`src/rtl/wt_cache_pkg.sv`:
```
// Shared write-through dcache types and constants used by the replacement-update path.
package wt_cache_pkg;

  localparam int unsigned DCACHE_SET_ASSOC       = 4;
  localparam int unsigned DCACHE_CL_IDX_WIDTH    = 8;
  localparam int unsigned DCACHE_WAY_WIDTH       = $clog2(DCACHE_SET_ASSOC);
  localparam int unsigned DCACHE_REPL_FIFO_DEPTH = 4;

  typedef struct packed {
    logic [DCACHE_CL_IDX_WIDTH-1:0] idx;
    logic [DCACHE_WAY_WIDTH-1:0]    way;
    logic                           vld;
  } repl_upd_t;

endpackage

```
`src/rtl/wt_dcache_repl_fifo.sv`:
```
// Pending-hit queue: several pushes per cycle, one pop, and a purge that invalidates
// every entry matching a line that is being replaced.
module wt_dcache_repl_fifo
  import wt_cache_pkg::*;
#(
  parameter int unsigned NumPorts  = 3,
  parameter int unsigned FifoDepth = DCACHE_REPL_FIFO_DEPTH
) (
  input  logic                                    clk_i,
  input  logic                                    rst_ni,
  input  logic                                    flush_i,
  input  logic [NumPorts-1:0]                     push,
  input  logic [NumPorts*DCACHE_CL_IDX_WIDTH-1:0] push_idx,
  input  logic [NumPorts*DCACHE_WAY_WIDTH-1:0]    push_way,
  input  logic                                    pop,
  input  logic                                    purge,
  input  logic [DCACHE_CL_IDX_WIDTH-1:0]          purge_idx,
  input  logic [DCACHE_WAY_WIDTH-1:0]             purge_way,
  output logic [DCACHE_CL_IDX_WIDTH-1:0]          head_idx,
  output logic [DCACHE_WAY_WIDTH-1:0]             head_way,
  output logic                                    head_vld,
  output logic [DCACHE_CL_IDX_WIDTH-1:0]          tail_idx,
  output logic [DCACHE_WAY_WIDTH-1:0]             tail_way,
  output logic                                    tail_vld,
  output logic [$clog2(FifoDepth):0]              cnt
);

  localparam int unsigned PtrW = $clog2(FifoDepth);
  localparam int unsigned IdxW = DCACHE_CL_IDX_WIDTH;
  localparam int unsigned WayW = DCACHE_WAY_WIDTH;

  logic [IdxW-1:0]      idx_q [FifoDepth];
  logic [WayW-1:0]      way_q [FifoDepth];
  logic [FifoDepth-1:0] vld_q;
  logic [PtrW-1:0]      rd_ptr_q, wr_ptr_q, tail_ptr;
  logic [PtrW:0]        cnt_q, n_push;
  logic [PtrW-1:0]      wr_addr [NumPorts];

  // Accepted pushes are packed into consecutive slots in port order.
  always_comb begin
    n_push = '0;
    for (int p = 0; p < NumPorts; p++) begin
      wr_addr[p] = wr_ptr_q + n_push[PtrW-1:0];
      if (push[p]) n_push = n_push + (PtrW+1)'(1);
    end
  end

  always_ff @(posedge clk_i or negedge rst_ni) begin
    if (!rst_ni) begin
      rd_ptr_q <= '0;
      wr_ptr_q <= '0;
      cnt_q    <= '0;
      vld_q    <= '0;
    end else if (flush_i) begin
      rd_ptr_q <= '0;
      wr_ptr_q <= '0;
      cnt_q    <= '0;
      vld_q    <= '0;
    end else begin
      rd_ptr_q <= rd_ptr_q + PtrW'(pop);
      wr_ptr_q <= wr_ptr_q + n_push[PtrW-1:0];
      cnt_q    <= cnt_q + n_push - (PtrW+1)'(pop);
      for (int i = 0; i < FifoDepth; i++) begin
        if (purge && vld_q[i] && idx_q[i] == purge_idx && way_q[i] == purge_way)
          vld_q[i] <= 1'b0;
      end
      for (int p = 0; p < NumPorts; p++) begin
        if (push[p]) vld_q[wr_addr[p]] <= 1'b1;
      end
    end
  end

  always_ff @(posedge clk_i) begin
    for (int p = 0; p < NumPorts; p++) begin
      if (push[p]) begin
        idx_q[wr_addr[p]] <= push_idx[p*IdxW +: IdxW];
        way_q[wr_addr[p]] <= push_way[p*WayW +: WayW];
      end
    end
  end

  assign tail_ptr = wr_ptr_q - PtrW'(1);
  assign head_idx = idx_q[rd_ptr_q];
  assign head_way = way_q[rd_ptr_q];
  assign head_vld = vld_q[rd_ptr_q] & (cnt_q != '0);
  assign tail_idx = idx_q[tail_ptr];
  assign tail_way = way_q[tail_ptr];
  assign tail_vld = vld_q[tail_ptr] & (cnt_q != '0);
  assign cnt      = cnt_q;

endmodule

```
`src/rtl/wt_dcache_repl_upd.sv`:
```
// Serialises dcache hit events into single NRU update strobes; refill misses take
// priority and bypass the queue combinationally.
module wt_dcache_repl_upd
  import wt_cache_pkg::*;
#(
  parameter int unsigned NumPorts  = 3,
  parameter int unsigned FifoDepth = DCACHE_REPL_FIFO_DEPTH
) (
  input  logic                                    clk_i,
  input  logic                                    rst_ni,
  input  logic                                    flush_i,
  input  logic [NumPorts-1:0]                     hit_req_i,
  input  logic [NumPorts*DCACHE_CL_IDX_WIDTH-1:0] hit_idx_i,
  input  logic [NumPorts*DCACHE_WAY_WIDTH-1:0]    hit_way_i,
  input  logic                                    miss_req_i,
  input  logic [DCACHE_CL_IDX_WIDTH-1:0]          miss_idx_i,
  output logic [DCACHE_WAY_WIDTH-1:0]             victim_way_o,
  output logic                                    nru_hit_o,
  output logic [DCACHE_CL_IDX_WIDTH-1:0]          nru_hit_idx_o,
  output logic [DCACHE_WAY_WIDTH-1:0]             nru_hit_way_o,
  output logic                                    nru_miss_o,
  output logic [DCACHE_CL_IDX_WIDTH-1:0]          nru_miss_idx_o,
  input  logic [DCACHE_WAY_WIDTH-1:0]             nru_way_i,
  output logic                                    fifo_empty_o,
  output logic [15:0]                             drop_cnt_o
);

  localparam int unsigned IdxW  = DCACHE_CL_IDX_WIDTH;
  localparam int unsigned WayW  = DCACHE_WAY_WIDTH;
  localparam int unsigned CntW  = $clog2(FifoDepth) + 1;
  localparam int unsigned DropW = $clog2(NumPorts + 1);

  function automatic logic [15:0] sat_add(input logic [15:0] a, input logic [DropW-1:0] b);
    logic [16:0] sum;
    sum = {1'b0, a} + 17'(b);
    return sum[16] ? 16'hFFFF : sum[15:0];
  endfunction

  logic [NumPorts-1:0] push;
  logic [CntW-1:0]     cnt, free;
  logic [DropW-1:0]    n_drop;
  logic                pop, dup, stale;
  logic [IdxW-1:0]     cur_idx, head_idx, tail_idx;
  logic [WayW-1:0]     cur_way, head_way, tail_way;
  logic                head_vld, tail_vld;
  logic [15:0]         drop_cnt_q;

  assign nru_miss_o     = miss_req_i;
  assign nru_miss_idx_o = miss_idx_i;
  assign victim_way_o   = nru_way_i;

  assign fifo_empty_o  = (cnt == '0);
  assign pop           = !miss_req_i && !flush_i && !fifo_empty_o;
  assign nru_hit_o     = pop && head_vld;
  assign nru_hit_idx_o = head_idx;
  assign nru_hit_way_o = head_way;
  assign drop_cnt_o    = drop_cnt_q;

  // Duplicates and hits on the line being evicted vanish silently; only overflow counts.
  always_comb begin
    push    = '0;
    n_drop  = '0;
    dup     = 1'b0;
    stale   = 1'b0;
    cur_idx = '0;
    cur_way = '0;
    free    = CntW'(FifoDepth) - cnt + CntW'(pop);
    for (int p = 0; p < NumPorts; p++) begin
      cur_idx = hit_idx_i[p*IdxW +: IdxW];
      cur_way = hit_way_i[p*WayW +: WayW];
      dup     = tail_vld && cur_idx == tail_idx && cur_way == tail_way;
      for (int q = 0; q < p; q++) begin
        if (hit_req_i[q] && hit_idx_i[q*IdxW +: IdxW] == cur_idx &&
            hit_way_i[q*WayW +: WayW] == cur_way)
          dup = 1'b1;
      end
      stale = miss_req_i && cur_idx == miss_idx_i && cur_way == nru_way_i;
      if (hit_req_i[p] && !flush_i && !dup && !stale) begin
        if (free != '0) begin
          push[p] = 1'b1;
          free    = free - CntW'(1);
        end else begin
          n_drop = n_drop + DropW'(1);
        end
      end
    end
  end

  always_ff @(posedge clk_i or negedge rst_ni) begin
    if (!rst_ni)             drop_cnt_q <= '0;
    else if (n_drop != '0)   drop_cnt_q <= sat_add(drop_cnt_q, n_drop);
  end

  wt_dcache_repl_fifo #(
    .NumPorts  (NumPorts),
    .FifoDepth (FifoDepth)
  ) i_fifo (
    .clk_i     (clk_i),
    .rst_ni    (rst_ni),
    .flush_i   (flush_i),
    .push      (push),
    .push_idx  (hit_idx_i),
    .push_way  (hit_way_i),
    .pop       (pop),
    .purge     (miss_req_i),
    .purge_idx (miss_idx_i),
    .purge_way (nru_way_i),
    .head_idx  (head_idx),
    .head_way  (head_way),
    .head_vld  (head_vld),
    .tail_idx  (tail_idx),
    .tail_way  (tail_way),
    .tail_vld  (tail_vld),
    .cnt       (cnt)
  );

endmodule
```
`config.mk`:
```
export PLATFORM = sky130hd
export DESIGN_NAME = wt_dcache_repl_upd
export DESIGN_NICKNAME = d
export VERILOG_FILES = /design/src/rtl/wt_cache_pkg.sv /design/src/rtl/wt_dcache_repl_fifo.sv /design/src/rtl/wt_dcache_repl_upd.sv
export SDC_FILE = /design/constraint.sdc
export NUM_CORES = 1
export LEC_CHECK = 0
export CELL_PAD_IN_SITES_DETAIL_PLACEMENT = 1
export CELL_PAD_IN_SITES_GLOBAL_PLACEMENT = 2
export CORE_MARGIN = 1
export CORE_UTILIZATION = 37
export DETAILED_ROUTE_END_ITERATION = 7
export GPL_TIMING_DRIVEN = 0
export PLACE_DENSITY_LB_ADDON = 0.1
export SYNTH_ARGS = -nofsm -noshare
export SYNTH_HDL_FRONTEND = slang
export SYNTH_SLANG_ARGS = --single-unit
```
`constraint.sdc`:
```
create_clock -name clk_i -period 7 [get_ports clk_i]
set_input_delay 1.4 -clock clk_i [delete_from_list [all_inputs] [get_ports clk_i]]
set_output_delay 1.4 -clock clk_i [all_outputs]
set_load 0.02 [all_outputs]
```
==> summary.txt <==
FINAL LAYOUT
-------------------------------------------------------------------------------------------------
Multi-input gate area                                                                    4730 µm²
Antenna diode count                                                                             0
Final net count                                                                               811
Number of fillers in the final layout                                                        2032
Sequential cell area                                                                     1880 µm²
Post-synthesis to final-layout area growth                                                  18.6%
Final core utilization                                                                      45.2%
Layout cell share with drive strength beyond 1                                              27.9%
Post-route cell area                                                                     8200 µm²

STA
-------------------------------------------------------------------------------------------------
Slew at the pin with the worst max-slew slack                                             1.05 ns
Period minus WS final                                                                     6.72 ns
Post-route fraction of the period consumed by the critical path                             96.0%
Slew Limit Fails                                                                                0
RSZ-0062 raised after global routing                                                          yes
Worst-case headroom to the max-slew limit                                                   29.9%
Number of setup violations in the final report                                                  0
Number of failing hold endpoints at the final stage                                             0
Min setup slack post-route                                                               0.281 ns
Upper clock frequency limit                                                               149 MHz
Clock skew                                                                              0.0111 ns

YOSYS
-------------------------------------------------------------------------------------------------
Average footprint of a synthesized cell                                                  10.3 µm²
Synth Flop Type                                                                          edfxtp_1
Most common cell in the synthesized netlist                                               xnor2_1
Number of enable flip-flop cells after synthesis                                               40
Top area cells in the synthesized netlist                                            edfxtp_1 (17%), mux2_2 (14%), xnor2_1 (14%)
Netlist Area Pre-Place                                                                   6910 µm²
Top cells by count, synth                                                            xnor2_1 (108), mux2_2 (87), clkbuf_1 (42), edfxtp_1 (40), xor2_1 (40)
Cell accounting for the most synthesized area                                            edfxtp_1
Syn_nets                                                                                      745
Fraction of synthesis flops using an asynchronous set or reset pin                          40.3%
Number of standard cells after synthesis                                                      672
Seq cells post-synth                                                                           67
Synthesis Warnings                                                                              0
Top cell type's share of synthesized area                                                   17.4%
Share of the yosys chip area belonging to registers                                         27.2%
Number of distinct library cell variants in the gate-level netlist after synthesis             56

CTS
-------------------------------------------------------------------------------------------------
Clock sinks                                                                                    67
TritonCTS clock tree                                                                         done
# hold bufs at CTS                                                                              0
Total CTS buffers                                                                               9
CTS clock-pin slew for the worst setup and hold paths                                     0.07 ns
Clock Path Buffers                                                                              2
Clock latency of the later-clocked register in the worst-skew pair                        0.36 ns
H-Tree Depth                                                                                    3
Clk root buf                                                                            clkbuf_16

GLOBAL ROUTING
-------------------------------------------------------------------------------------------------
Met1 Use GR                                                                                 37.8%
Met3 Resource Use GR                                                                        3.49%
Most used routing layer in global routing                                                    met2
GR Overflow Total                                                                               0
Largest net degree at the start of global routing                                              28
Global-route track usage on met2                                                            41.8%
GRT Overall Usage                                                                           26.4%
Wire length of the first global-routing pass                                             37100 µm
Initial antenna violation count                                                                 0
Number of global-route vias before repair                                                    5802

SETUP PATH
-------------------------------------------------------------------------------------------------
Crit path launch                                                                     i_fifo.wr_ptr_q[0]$_DFF_PN0_
Critical Path Slowest Stage Cell                                                          dfrtp_2
Crit path top cell by count                                                                  ha_1
Maximum fanout along the worst path                                                            11
Setup CP Type                                                                          reg -> reg
Critical path required time                                                               7.25 ns
Category of the worst setup path capture point                                               flop
Start of the worst register-to-register path                                         i_fifo.wr_ptr_q[0]$_DFF_PN0_
Delay of the slowest cell on the worst path                                               0.42 ns
Startpoint type of the worst setup path                                                      flop
Worst EP arrival                                                                          6.97 ns

FLOORPLAN
-------------------------------------------------------------------------------------------------
Horizontal extent of the die                                                               139 µm
Area of the die                                                                         19200 µm²
Core outline area                                                                       18100 µm²
Number of rows in the core area                                                                49
Die Y-Extent                                                                               139 µm
Effective utilization at floorplan                                                          38.1%
I/O pin cnt                                                                                    86

ROUTING
-------------------------------------------------------------------------------------------------
First-pass DRT Iterations                                                                       6
Vias/cell                                                                                    5.76
Average wire per standard cell                                                            25.6 µm
DRC viols                                                                                      18
Overall routed net length                                                                24900 µm
Number of antenna-violating nets in the routed design                                           0
Total via count after detailed routing                                                       5603
Violation count after the first detailed-routing iteration                                    407

STATUS
-------------------------------------------------------------------------------------------------
Run status                                                                           finished, violations left
Failing checks                                                                       design-rule violations

RUN
-------------------------------------------------------------------------------------------------
Max-capacitance violation count                                                                 0

PLACED DESIGN
-------------------------------------------------------------------------------------------------
Placement Cell Area                                                                      7630 µm²
Weighted congestion reported at the end of routability-driven placement                     0.933
Setup Slack @ Placement                                                                 -0.740 ns
Count of input and output buffers                                                              44
Half-perimeter wire length after detailed placement                                      18400 µm

POWER AND IR DROP
-------------------------------------------------------------------------------------------------
P_leak                                                                                    2.91 nW
Power per Cell Area                                                                    354 nW/µm²
Worst IR drop on VDD                                                                     0.127 mV

WORST HOLD PATH
-------------------------------------------------------------------------------------------------
Worst hold start                                                                     drop_cnt_o[0]$_DFFE_PN0P_
Worst min path class                                                                   reg -> reg

## through the flow
step	TNS, ns	hold WS [ns]	cells	total power [mW]
final	0	0.559	972	2.90
after global placement	-33.48	0.536	945	2.30
after global routing	-0.182	0.589	972	3.04
after CTS	0	0.563	961	2.84
after floorplan	0	0.546	672	1.80
after detailed placement	-31.57	0.542	945	2.32
## placed cells by master, fill, tap and decap left out, types with 3 or more instances in the layout
cell               n
xnor2_1          106
mux2_2            87
clkdlybuf4s50_1   43
clkbuf_1          40
edfxtp_1          40
xor2_1            39
nand2_1           32
nand4_1           30
buf_4             26
dfrtp_1           26
inv_1             24
ha_1              24
mux4_2            20
nand3_1           16
mux2i_1           14
o21ai_0           12
nor4_1            11
nor3_1            11
clkbuf_16         10
buf_1              9
mux2_4             9
nor2_1             7
nor3_2             6
buf_2              5
nor2b_1            5
a21oi_1            5
nand2b_1           5
nand3_4            4
and3_1             4
a41oi_1            3
a31oi_1            3
o211ai_1           3
or3_1              3
inv_4              3
## path summary, 6_finish.rpt
path                                                 to  slack, ns  cells after the start
max                          drop_cnt_o[15]$_DFFE_PN0P_       0.28                     30
max reg2reg                  drop_cnt_o[15]$_DFFE_PN0P_       0.28                     30
min                           drop_cnt_o[0]$_DFFE_PN0P_       0.56                      1
max in group asynchronous  i_fifo.wr_ptr_q[0]$_DFF_PN0_       5.41                      1
min reg2reg                   drop_cnt_o[0]$_DFFE_PN0P_       0.56                      1
min in group asynchronous     i_fifo.vld_q[3]$_DFF_PN0_       1.08                      1
## registers in the layout, summed over array words and instances (netlist names)
name,cells
i_fifo.idx_q,32
drop_cnt_o,16
i_fifo.way_q,8
i_fifo.vld_q,4
i_fifo.cnt,3
i_fifo.rd_ptr_q,2
i_fifo.wr_ptr_q,2
## worst max-delay path: cells and delay by family, from the launching register on
kind | cells | cell delay [ns]
fa+ha+maj | 4 | 1.08
mux | 2 | 0.68
flops | 1 | 0.42
simple gates | 10 | 1.83
buf+inv | 7 | 1.13
compound gates | 5 | 1.03
xor+xnor | 2 | 0.41
## power by group
group	internal [mW]	leakage (nW)	total [mW]	switching, mW
clock	0.275	0.153	0.484	0.208
combinational	0.764	2.03	1.76	0.994
sequential	0.559	0.730	0.664	0.104
total	1.60	2.91	2.90	1.31
## cell families after synthesis
kind of cell	Yosys count	share of synthesized area [%]
AOI/OAI and AO/OA	49	5.23
xor gates and xnor gates	148	18.8
adders and majority gates	26	4.92
buffers and inverters	99	6.64
DFF	67	27.2
muxes	132	25.0
and+or+nand+nor	151	12.3
## area by class of cell
class / count / area share, %
repair buffers: 56 / 6.41
multi-input cells: 506 / 57.7
clock buffers: 11 / 3.22
flip-flops and latches: 67 / 22.9
clock inverters: 5 / 0.473
well taps: 229 / 3.50
plain buffers: 73 / 4.59
inverters: 25 / 1.18
## routing by layer
metal | wire, µm | vias up
li1 | - | 2532
met1 | 11600 | 2868
met2 | 11300 | 177
met3 | 1480 | 26
met4 | 401 | 0
met5 | 0 | -
## what timing repair did
action,4_1_cts,5_1_grt
buffers inserted,0,12
pin swaps,0,7
gates resized for setup,20,19
setup endpoints to repair,88,82
(Power assumes the default switching activity.)
